**src/rtl/sysid_read_arbiter.sv**
```systemverilog
// Round-robin read arbiter sharing the sysid slave among NUM_MASTERS Avalon-MM read masters.
// Optional macro SYSID_ARB_CACHE_EN adds a two-word read cache that bypasses the slave on hits.
module sysid_read_arbiter #(
   parameter int NUM_MASTERS  = 2,
   parameter int READ_LATENCY = 1
) (
   input  logic                   clock,
   input  logic                   reset,
   input  logic [NUM_MASTERS-1:0] m_read,
   input  logic [NUM_MASTERS-1:0] m_address,
   output logic [NUM_MASTERS-1:0] m_waitrequest,
   output logic [NUM_MASTERS-1:0] m_readdatavalid,
   output logic [31:0]            m_readdata,
   output logic                   s_address,
   input  logic [31:0]            s_readdata,
   output logic                   busy
);
   localparam int GW = (NUM_MASTERS > 1) ? $clog2(NUM_MASTERS) : 1;
   localparam logic [1:0] CNT_INIT = 2'(READ_LATENCY - 1);

   typedef enum logic [1:0] {IDLE, ISSUE, RESPOND} state_t;

   state_t                 state_q, state_d;
   logic [1:0]             cnt_q, cnt_d;
   logic [GW-1:0]          grant_q, grant_d;
   logic [GW-1:0]          last_q, last_d;
   logic                   s_addr_q, s_addr_d;
   logic [31:0]            data_q, data_d;
   logic [NUM_MASTERS-1:0] gmask;
   logic [NUM_MASTERS-1:0] arb_req;
   logic [GW-1:0]          ptr;
   logic [GW-1:0]          pick;
   logic                   launch;
`ifdef SYSID_ARB_CACHE_EN
   logic [1:0][31:0]       cache_q, cache_d;
   logic [1:0]             cval_q, cval_d;
   logic                   hit;
`endif

   // First requester strictly after ptr_i, wrapping; ptr_i itself has lowest priority.
   function automatic logic [GW-1:0] rr_pick(input logic [NUM_MASTERS-1:0] req,
                                             input logic [GW-1:0] ptr_i);
      logic [GW-1:0] sel;
      int idx;
      sel = ptr_i;
      for (int k = NUM_MASTERS; k >= 1; k--) begin
         idx = (int'(ptr_i) + k) % NUM_MASTERS;
         if (req[idx]) sel = GW'(idx);
      end
      return sel;
   endfunction

   assign gmask         = NUM_MASTERS'(1) << grant_q;
   assign m_waitrequest = m_read & ~({NUM_MASTERS{state_q == RESPOND}} & gmask);
   assign s_address     = s_addr_q;
   assign busy          = (state_q != IDLE);

   always_comb begin
      state_d         = state_q;
      cnt_d           = cnt_q;
      grant_d         = grant_q;
      last_d          = last_q;
      s_addr_d        = s_addr_q;
      data_d          = data_q;
      m_readdatavalid = '0;
      m_readdata      = '0;
      launch          = 1'b0;
`ifdef SYSID_ARB_CACHE_EN
      cache_d         = cache_q;
      cval_d          = cval_q;
`endif
      // While responding, the current grant is excluded and becomes the rotation pointer.
      arb_req = m_read;
      ptr     = last_q;
      if (state_q == RESPOND) begin
         arb_req = m_read & ~gmask;
         ptr     = grant_q;
      end
      pick = rr_pick(arb_req, ptr);
`ifdef SYSID_ARB_CACHE_EN
      hit = cval_q[m_address[pick]];
`endif

      case (state_q)
         IDLE: begin
            launch = |arb_req;
         end
         ISSUE: begin
            if (cnt_q == 2'd0) begin
               data_d  = s_readdata;
               state_d = RESPOND;
`ifdef SYSID_ARB_CACHE_EN
               cache_d[s_addr_q] = s_readdata;
               cval_d[s_addr_q]  = 1'b1;
`endif
            end else begin
               cnt_d = cnt_q - 2'd1;
            end
         end
         RESPOND: begin
            m_readdatavalid = gmask;
            m_readdata      = data_q;
            last_d          = grant_q;
            state_d         = IDLE;
            launch          = |arb_req;
         end
         default: state_d = IDLE;
      endcase

      if (launch) begin
         grant_d = pick;
`ifdef SYSID_ARB_CACHE_EN
         if (hit) begin
            data_d  = cache_q[m_address[pick]];
            state_d = RESPOND;
         end else
`endif
         begin
            s_addr_d = m_address[pick];
            cnt_d    = CNT_INIT;
            state_d  = ISSUE;
         end
      end
   end

   always_ff @(posedge clock or posedge reset) begin
      if (reset) begin
         state_q  <= IDLE;
         cnt_q    <= 2'd0;
         grant_q  <= '0;
         last_q   <= GW'(NUM_MASTERS - 1);
         s_addr_q <= 1'b0;
         data_q   <= '0;
`ifdef SYSID_ARB_CACHE_EN
         cache_q  <= '0;
         cval_q   <= '0;
`endif
      end else begin
         state_q  <= state_d;
         cnt_q    <= cnt_d;
         grant_q  <= grant_d;
         last_q   <= last_d;
         s_addr_q <= s_addr_d;
         data_q   <= data_d;
`ifdef SYSID_ARB_CACHE_EN
         cache_q  <= cache_d;
         cval_q   <= cval_d;
`endif
      end
   end

endmodule

```
**config.mk**
```make
export PLATFORM = sky130hd
export DESIGN_NAME = sysid_read_arbiter
export DESIGN_NICKNAME = d
export VERILOG_FILES = /design/src/rtl/sysid_read_arbiter.sv
export SDC_FILE = /design/constraint.sdc
export NUM_CORES = 1
export LEC_CHECK = 0
export ABC_CLOCK_PERIOD_IN_PS = 4100
export CAP_MARGIN = 10
export CELL_PAD_IN_SITES_DETAIL_PLACEMENT = 1
export CELL_PAD_IN_SITES_GLOBAL_PLACEMENT = 1
export CORE_MARGIN = 1
export CORE_UTILIZATION = 33
export CTS_CLUSTER_DIAMETER = 50
export DETAILED_ROUTE_END_ITERATION = 8
export GPL_ROUTABILITY_DRIVEN = 0
export PLACE_DENSITY = 0.91
export SYNTH_ARGS = -nofsm -noshare
export SYNTH_HDL_FRONTEND = slang
export SYNTH_SLANG_ARGS = --single-unit
```
**constraint.sdc**
```tcl
create_clock -name clock -period 4.1 [get_ports clock]
set_clock_uncertainty 0.1 [all_clocks]
set_input_delay 0.82 -clock clock [delete_from_list [all_inputs] [get_ports clock]]
set_output_delay 0.82 -clock clock [all_outputs]
set_load 0.02 [all_outputs]
```
==> results of run 1 <==
-- state kept, by name (all words and copies together), names as in the netlist --
register / cells
s_address: 1
grant_q: 1
last_q: 1
data_q: 32
state_q: 2
cnt_q: 2
-- layer usage --
layer / up-vias / global-route usage (%)
met3: 8 / 4.91
met4: 0 / 4.04
met1: 759 / 20.9
li1: 792 / -
met5: - / 0
met2: 50 / 31.4
-- worst max-delay path, delay by kind of cell, from the launching register on --
family / cells / cell delay (ns)
buffers and inverters: 2 / 0.94
AND/OR/NAND/NOR: 2 / 0.75
flip-flops: 1 / 0.45
-- cells in the mapped netlist --
cell type | number | share of area [%]
o21a_4 | 1 | 0.83
ha_1 | 1 | 0.69
mux2i_1 | 1 | 0.55
o211ai_1 | 5 | 2.1
nand3b_1 | 2 | 0.83
and2_1 | 32 | 11
buf_6 | 1 | 0.62
nand2_1 | 97 | 20
a31oi_1 | 1 | 0.34
buf_2 | 4 | 1.1
inv_1 | 9 | 1.9
nor2b_1 | 2 | 0.69
nand2b_1 | 1 | 0.34
dfrtp_1 | 38 | 52
dfstp_2 | 1 | 1.4
o21a_1 | 1 | 0.41
nor2_1 | 4 | 0.83
xnor2_1 | 1 | 0.48
or3b_2 | 1 | 0.48
o22ai_1 | 1 | 0.34
a221oi_4 | 1 | 1.4
clkbuf_1 | 5 | 1.0
or2_2 | 1 | 0.34
-- final cells by class --
cell class / count / area [um^2]
fillers: 629 / 2490
multi-input cells: 153 / 761
inverters: 9 / 33.8
flip-flops and latches: 39 / 977
well taps: 70 / 87.6
clock buffers: 8 / 80.1
repair buffers: 78 / 773
-- stage by stage --
stage          power [mW]  instance area [um^2]  hold WS (ns)  worst slack [ns]  utilization [%]
2_1_floorplan        1.26                  1820         0.337              1.90                -
3_3_place_gp         1.56                  2630         0.350              1.01             50.6
3_5_place_dp         1.61                  2630         0.354             0.972             50.6
4_1_cts              1.87                  2710         0.373             0.684             52.1
5_1_grt              2.00                  2710         0.404             0.577             52.1
6_report             1.83                  2710         0.368             0.749             52.1
-- worst max-delay path by stage --
stage                       endpoint  slack (ns)  depth (start not counted)
CTS                    m_readdata[2]        0.68                          4
floorplan           m_waitrequest[0]        1.90                          4
global route           m_readdata[4]        0.58                          4
finish                 m_readdata[2]        0.75                          4
detailed placement  m_waitrequest[0]        0.97                          4
global placement    m_waitrequest[0]        1.01                          4
-- cells by family after synthesis --
logic type,count (synthesis)
AND/OR/NAND/NOR,140
flip-flops,39
buffers and inverters,19
AO/OA/AOI/OAI,10
XOR/XNOR,1
multiplexers,1
adder cells (fa/ha/maj),1
-- power breakdown --
| part | internal [mW] | switching [mW] | leakage (nW) | total, mW |
|---|---|---|---|---|
| Sequential | 0.580 | 0.103 | 0.479 | 0.683 |
| Clock | 0.121 | 0.128 | 0.0395 | 0.249 |
| Combinational | 0.384 | 0.515 | 0.766 | 0.899 |
==> results.py, run 1 <==
metrics = {
    "min_path": {
        "hold_path_depth": 2,
        "hp-class": "reg -> reg",
        "hold_start": "data_q[9]",
        "hold_end": "data_q[9]",
    },
    "critical_path": {
        "end_kind": "primary output",
        "critPathMaxFanout": 19,
        "criticalPathCategory": "reg -> out",
        "rr_endpoint": "s_address",
        "crit_path_max_incr_delay_ns": 0.61,
        "rrSetupSlack_ns": 2.14,
        "cp-start-kind": "register",
        "cp.arrival_ns": 2.43,
        "reg2regPathDepth": 5,
        "reg2reg_from": "state_q[1]",
        "cp.required_ns": 3.18,
        "cp_cell_sequence": "nor2b_2 -> buf_4 -> and2_1 -> clkdlybuf4s50_1",
        "cp-startpoint": "state_q[1]",
        "slowest_stage": "clkdlybuf4s50_1",
    },
    "cells_and_area": {
        "drive_gt1_share_pct": 4.88,
        "finalNonFillerCells": 357,
        "synthToLayoutAreaGrowth_pct": 49.1,
        "final_cell_mix": "97 x nand2_1, 75 x clkdlybuf4s50_1, 38 x dfrtp_1",
        "antenna_cells": 0,
        "final_nets": 325,
        "final_common_cell": "nand2_1",
    },
    "floorplan": {
        "core_area_um2": 5200,
        "rows": 26,
        "die_h_um": 76.3,
        "top_level_ports": 76,
        "initial_core_util_pct": 35.0,
        "dieArea_um2": 5810,
        "die_w_um": 76.3,
    },
    "yosys": {
        "synthDistinctLibCells": 23,
        "synth_seq_cells": 39,
        "synth_top_family_by_area": "simple AND/OR/NAND/NOR gates",
        "synth_warnings": 0,
        "synthAdderAreaFrac_pct": 0.688,
        "yosys.area_share.simple_pct": 34.5,
        "netlist_instances": 211,
        "syn_nets": 250,
        "synth_seq_area_share_pct": 53.7,
        "synth_compound_area_share_pct": 5.43,
        "synth.avg_cell_area_um2": 8.62,
        "synthMuxAreaShare_pct": 0.550,
        "synth_xor_area_share_pct": 0.481,
        "synth_area_um2": 1820,
    },
    "clock_tree": {
        "clock_path_buffers": 2,
        "numCtsBuffers": 5,
        "tritoncts": "built",
        "clock_latency_ns": 0.29,
        "cts_sinks": 39,
        "htree_levels": 2,
        "cts_root_buf": "clkbuf_8",
        "path_clk_slew_ns": 0.08,
        "cts_post_setup_buffers_inserted": 0,
        "post_cts_resized": 0,
        "postCtsHoldBufs": 0,
    },
    "sta": {
        "worst_slew_pin_slew_ns": 1.02,
        "relSlewSlack_pct": 31.7,
        "finalMaxSlewViolations": 0,
        "finalCriticalPeriod_ns": 3.35,
        "hold_viol": 0,
        "rsz0062_at_grt": "false",
        "timing.setup.tns_ns": 0,
        "setup_viol": 0,
        "fmax_mhz": 298,
        "period_share_pct": 81.7,
    },
    "detailed_routing": {
        "drt-wirelength-per-cell_um": 13.3,
        "via_per_inst": 4.51,
        "maxUsedRoutingLayer": "met4",
        "first_pass_iters": 4,
        "totalWireLength_um": 4740,
        "wl_met1_um": 2050,
        "route.detailed.drc": 0,
        "drt_first_iter_violations": 43,
        "num_vias": 1609,
        "final_antenna_net_count": 0,
        "wl_met3_um": 275,
        "wl_met2_um": 2350,
    },
    "place": {
        "io_buffers": 75,
        "placed_cells": 349,
        "place_hpwl_um": 3390,
    },
    "global_route": {
        "grt_max_degree": 40,
        "grt_first_pass_wirelength_um": 8040,
        "gr-usage-all-layers_pct": 17.6,
        "gr-total-overflow": 0,
        "grt_pass1_vias": 1660,
        "antenna_found_initial": 0,
    },
    "power": {
        "ir_drop_mv": 0.239,
        "powerDensity_nw_per_um2": 675,
        "p_leak_nw": 1.28,
    },
    "flow_run": {
        "drv_cap": 0,
    },
    "outcome": {
        "status": "completed",
    },
}
No activity file was read; power rests on OpenSTA's default activity.
==> run 2, diff against run 1 <==
==> config.mk (replaced) <==
export PLATFORM = sky130hd
export DESIGN_NAME = sysid_read_arbiter
export DESIGN_NICKNAME = d
export VERILOG_FILES = /design/src/rtl/sysid_read_arbiter.sv
export SDC_FILE = /design/constraint.sdc
export NUM_CORES = 1
export LEC_CHECK = 0
export ABC_CLOCK_PERIOD_IN_PS = 3200
export CAP_MARGIN = 10
export CELL_PAD_IN_SITES_DETAIL_PLACEMENT = 1
export CELL_PAD_IN_SITES_GLOBAL_PLACEMENT = 1
export CORE_MARGIN = 1
export CORE_UTILIZATION = 30
export CTS_CLUSTER_DIAMETER = 50
export DETAILED_ROUTE_END_ITERATION = 8
export GPL_ROUTABILITY_DRIVEN = 0
export PLACE_DENSITY = 0.85
export SYNTH_ARGS = -nofsm -noshare
export SYNTH_HDL_FRONTEND = slang
export SYNTH_SLANG_ARGS = --single-unit
==> constraint.sdc (replaced) <==
create_clock -name clock -period 3.2 [get_ports clock]
set_clock_uncertainty 0.1 [all_clocks]
set_input_delay 0.64 -clock clock [delete_from_list [all_inputs] [get_ports clock]]
set_output_delay 0.64 -clock clock [all_outputs]
set_load 0.02 [all_outputs]
==> run 2 against run 1 <==
- setup slack worse by 0.30 ns
- critical path depth stayed put
- die area is 9.7% higher
- via count is 1.2% lower
- global-route usage is 1.7 points lower
- routed wire length is 4.7% lower
- hold slack worse by 0.0031 ns
- first-iteration DRC count is 47% higher
- critical path type is now in -> out
- critical endpoint is now m_waitrequest[0]
==> results.py, run 2 (same netlist as run 1, synthesis figures left out) <==
metrics = {
    "outcome": {
        "status": "completed",
    },
    "cells_and_area": {
        "n_fill_cell": 682,
        "final_util_pct": 48.3,
        "final_nets": 326,
        "largestRegisters": "data_q (32), cnt_q (2), state_q (2)",
        "drive_gt1_share_pct": 5.90,
        "final_cell_mix": "97 x nand2_1, 75 x clkdlybuf4s50_1, 38 x dfrtp_1",
        "antenna_cells": 0,
        "largest-register": "data_q",
        "largest_reg_flops": 32,
        "synthToLayoutAreaGrowth_pct": 50.8,
        "final_common_cell": "nand2_1",
        "fin_area_um2": 2740,
    },
    "power": {
        "p_leak_nw": 1.30,
        "ir_drop_mv": 0.375,
        "powerDensity_nw_per_um2": 867,
    },
    "critical_path": {
        "crit_top_cell": "clkdlybuf4s50_1",
        "cp-start-kind": "input port",
        "rrSetupSlack_ns": 1.27,
        "path_buf_inv": 3,
        "end_kind": "primary output",
        "crit_path_max_incr_delay_ns": 0.60,
        "criticalPathCategory": "in -> out",
        "cp_cell_sequence": "clkdlybuf4s50_1 -> inv_1 -> nor2_1 -> clkdlybuf4s50_1",
        "cp.required_ns": 2.46,
        "cp.arrival_ns": 2.01,
        "slowest_stage": "clkdlybuf4s50_1",
        "path_delay_family": "buffers and inverters",
        "critPathMaxFanout": 4,
    },
    "detailed_routing": {
        "drt-wirelength-per-cell_um": 12.5,
        "final_antenna_net_count": 0,
        "route.detailed.drc": 0,
        "drt_first_iter_violations": 63,
        "via_per_inst": 4.41,
        "totalWireLength_um": 4520,
        "first_pass_iters": 2,
        "num_vias": 1589,
    },
    "floorplan": {
        "top_level_ports": 76,
        "core_area_um2": 5680,
        "initial_core_util_pct": 32.1,
        "die_h_um": 79.9,
        "dieArea_um2": 6380,
        "rows": 27,
        "die_w_um": 79.9,
    },
    "place": {
        "io_buffers": 75,
        "place_area_um2": 2640,
        "place_hpwl_um": 3290,
    },
    "clock_tree": {
        "cts_sinks": 39,
        "postCtsHoldBufs": 0,
        "path_clk_slew_ns": 0.07,
        "cts_post_setup_buffers_inserted": 0,
        "tritoncts": "built",
        "cts_root_buf": "clkbuf_8",
        "htree_levels": 2,
        "clock_path_buffers": 2,
        "numCtsBuffers": 5,
        "clock_latency_ns": 0.28,
        "post_cts_resized": 0,
    },
    "global_route": {
        "grt_first_pass_wirelength_um": 7840,
        "antenna_found_initial": 0,
        "grt_max_degree": 34,
        "grt_pass1_vias": 1715,
        "gr-total-overflow": 0,
        "gr-usage-all-layers_pct": 15.9,
    },
    "sta": {
        "relSlewSlack_pct": 31.5,
        "finalCriticalPeriod_ns": 2.75,
        "timing.setup.tns_ns": 0,
        "fmax_mhz": 364,
        "rsz0062_at_grt": "false",
        "finalMaxSlewViolations": 0,
        "worst_slew_pin_slew_ns": 1.03,
        "setup_viol": 0,
        "period_share_pct": 85.9,
        "hold_viol": 0,
    },
    "flow_run": {
        "drv_cap": 0,
    },
    "min_path": {
        "hp-class": "reg -> reg",
    },
}
==> run 2: cell types whose count changed in the layout (fill, tap and decap cells not counted) <==
cell	before	now
buf_4	3	4
clkbuf_1	3	1
clkbuf_8	5	7
==> run 2: tightest hold or removal path: stages, from the launching register on <==
cell,delay [ns]
dfrtp_1,0.33
nand2_1,0.05
nand2_1,0.05
==> run 2: worst paths after layout <==
path,from,end,depth (start not counted)
max,m_read[0],m_waitrequest[0],4
min,data_q[17],data_q[17],2
max reg2reg,cnt_q[0],data_q[21],6
min reg2reg,data_q[17],data_q[17],2
max in group asynchronous,reset,last_q,3
min in group asynchronous,reset,data_q[13],2
==> run 2: per-stage QoR <==
step | hold WS (ns) | worst slack [ns] | cells | power, mW
global route | 0.394 | 0.329 | 360 | 2.61
finish | 0.365 | 0.450 | 360 | 2.38
CTS | 0.373 | 0.436 | 360 | 2.43
global placement | 0.349 | 0.479 | 352 | 2.00
detailed placement | 0.355 | 0.443 | 352 | 2.06
floorplan | 0.337 | 1.18 | 211 | 1.62
==> run 2: power by group <==
| part | leakage (nW) | switching (mW) | internal [mW] |
|---|---|---|---|
| registers | 0.479 | 0.124 | 0.742 |
| clock network | 0.0515 | 0.160 | 0.197 |
| logic | 0.771 | 0.656 | 0.497 |
| total | 1.30 | 0.941 | 1.44 |
==> run 2: per-layer routing <==
layer | global-route usage (%) | vias up | share of wire, %
li1 | - | 793 | -
met1 | 18.2 | 750 | 43
met2 | 29.7 | 42 | 52
met3 | 3.43 | 4 | 4.1
met4 | 3.93 | 0 | 0.86
met5 | 0 | - | 0
==> run 2: final cells by class <==
type | count | area [um^2] | share of cell area (%)
clock buffers | 8 | 100 | 3.65
inverters | 9 | 33.8 | 1.23
repair buffers | 79 | 781 | 28.5
multi-input cells | 153 | 761 | 27.7
flip-flops and latches | 39 | 977 | 35.6
well taps | 72 | 90.1 | 3.28
==> run 3, diff against run 2 <==
--- a/config.mk
+++ b/config.mk
@@ -8,13 +8,13 @@
 export ABC_CLOCK_PERIOD_IN_PS = 3200
 export CAP_MARGIN = 10
 export CELL_PAD_IN_SITES_DETAIL_PLACEMENT = 1
-export CELL_PAD_IN_SITES_GLOBAL_PLACEMENT = 1
-export CORE_MARGIN = 1
-export CORE_UTILIZATION = 30
+export CELL_PAD_IN_SITES_GLOBAL_PLACEMENT = 2
+export CORE_UTILIZATION = 23
 export CTS_CLUSTER_DIAMETER = 50
 export DETAILED_ROUTE_END_ITERATION = 8
 export GPL_ROUTABILITY_DRIVEN = 0
-export PLACE_DENSITY = 0.85
+export PLACE_DENSITY = 0.84
+export SETUP_SLACK_MARGIN = 0.02
 export SYNTH_ARGS = -nofsm -noshare
 export SYNTH_HDL_FRONTEND = slang
 export SYNTH_SLANG_ARGS = --single-unit
==> run 3 against run 2 <==
- clock power rose by 1%
- sequential cell count unchanged
- routed wire length up 0.82%
- setup slack got worse by 0.058 ns
- via count rose by 1.0%
- die area rose by 30%
- highest routed layer unchanged
- sequential share of layout area is 0.29 points lower
- critical path type is now reg -> out
==> results.py, run 3 (same netlist as run 1, synthesis figures left out) <==
metrics = {
    "place": {
        "placed_cells": 380,
        "io_buffers": 75,
        "place_area_um2": 2670,
        "pre_cts_slack_ns": 0.437,
        "place_hpwl_um": 3100,
    },
    "clock_tree": {
        "postCtsHoldBufs": 0,
        "cts_sinks": 39,
        "path_clk_slew_ns": 0.07,
        "tritoncts": "built",
        "numCtsBuffers": 5,
        "clock_latency_ns": 0.28,
        "cts_root_buf": "clkbuf_8",
        "htree_levels": 2,
        "post_cts_resized": 0,
        "clock_path_buffers": 2,
        "cts_post_setup_buffers_inserted": 0,
    },
    "cells_and_area": {
        "antenna_cells": 0,
        "synthToLayoutAreaGrowth_pct": 52.0,
        "final_nets": 324,
        "largestRegisters": "data_q (32), cnt_q (2), state_q (2)",
        "finalNonFillerCells": 388,
        "final_cell_mix": "97 x nand2_1, 75 x clkdlybuf4s50_1, 38 x dfrtp_1",
        "fin_area_um2": 2770,
        "largest-register": "data_q",
        "n_fill_cell": 916,
        "drive_gt1_share_pct": 5.59,
        "largest_reg_flops": 32,
        "final_common_cell": "nand2_1",
    },
    "critical_path": {
        "cp.arrival_ns": 2.07,
        "cp-startpoint": "state_q[1]",
        "rrSetupSlack_ns": 1.26,
        "reg2regPathDepth": 6,
        "rr_endpoint": "data_q[20]",
        "reg2reg_from": "cnt_q[0]",
        "cp-endpoint": "m_readdatavalid[0]",
        "end_kind": "primary output",
        "crit_path_max_incr_delay_ns": 0.63,
        "critPathMaxFanout": 36,
        "cp_cell_sequence": "nor2b_2 -> buf_4 -> nor2b_1 -> clkdlybuf4s50_1",
        "criticalPathCategory": "reg -> out",
        "cp.required_ns": 2.46,
        "cp-start-kind": "register",
        "slowest_stage": "clkdlybuf4s50_1",
    },
    "detailed_routing": {
        "via_per_inst": 4.14,
        "drt-wirelength-per-cell_um": 11.7,
        "totalWireLength_um": 4550,
        "route.detailed.drc": 0,
        "final_antenna_net_count": 0,
        "num_vias": 1605,
        "first_pass_iters": 4,
        "drt_first_iter_violations": 34,
    },
    "global_route": {
        "gr-total-overflow": 0,
        "gr-usage-all-layers_pct": 11.9,
        "grt_first_pass_wirelength_um": 7880,
        "grt_max_degree": 40,
        "antenna_found_initial": 0,
        "grt_pass1_vias": 1685,
    },
    "sta": {
        "rsz0062_at_grt": "false",
        "period_share_pct": 87.7,
        "finalCriticalPeriod_ns": 2.81,
        "timing.setup.tns_ns": 0,
        "hold_slack_ns": 0.365,
        "setup_viol": 0,
        "setup_ws_ns": 0.392,
        "worst_slew_pin_slew_ns": 1.10,
        "hold_viol": 0,
        "finalMaxSlewViolations": 0,
        "fmax_mhz": 356,
        "relSlewSlack_pct": 26.6,
    },
    "floorplan": {
        "die_h_um": 90.9,
        "rows": 32,
        "core_area_um2": 7690,
        "dieArea_um2": 8270,
        "die_w_um": 90.9,
        "initial_core_util_pct": 23.7,
        "top_level_ports": 76,
    },
    "outcome": {
        "status": "completed",
    },
    "min_path": {
        "hp-class": "reg -> reg",
    },
    "power": {
        "powerDensity_nw_per_um2": 860,
        "ir_drop_mv": 0.326,
        "p_leak_nw": 1.29,
    },
    "flow_run": {
        "drv_cap": 0,
    },
}
## run 3: final cells by class
cell class / count / area, um^2 / area share, %
Inverter: 9 / 33.8 / 1.22
Timing Repair Buffer: 77 / 766 / 27.7
Sequential cell: 39 / 977 / 35.3
Multi-Input combinational cell: 153 / 761 / 27.5
Clock buffer: 8 / 100 / 3.62
Tap cell: 102 / 128 / 4.62
## run 3: stage by stage
stage,power (mW),utilization [%]
after floorplan,1.62,-
after global placement,2.02,34.7
after detailed placement,2.07,34.7
after CTS,2.44,36.0
after global routing,2.61,36.0
final,2.38,36.0
## run 3: worst min path at each step
stage                     cells after the start          to       start  slack (ns)
after detailed placement                      2  data_q[30]  data_q[30]        0.35
final                                         2   data_q[8]   data_q[8]        0.37
after global placement                        2  data_q[16]  data_q[16]        0.35
after global routing                          2  data_q[10]  data_q[10]        0.39
after floorplan                               2   data_q[0]   data_q[0]        0.34
after CTS                                     2  data_q[30]  data_q[30]        0.37
## run 3: critical path: cells and delay by family, from the launching register on
family | cells | cell delay (ns)
flops | 1 | 0.46
simple gates | 2 | 0.40
buf+inv | 2 | 0.93
## run 3: per-layer routing
layer | share of wire [%] | vias to the layer above | track usage [%]
met5 | 0 | - | 0
met4 | 0.92 | 0 | 3.17
met3 | 4.9 | 5 | 3.02
met2 | 49 | 45 | 20.5
met1 | 45 | 766 | 14.8
li1 | - | 789 | -
## run 3: power by group
group          switching [mW]  internal (mW)  total [mW]
registers               0.122          0.742       0.864
clock network           0.164          0.197       0.361
logic                   0.661          0.491        1.15
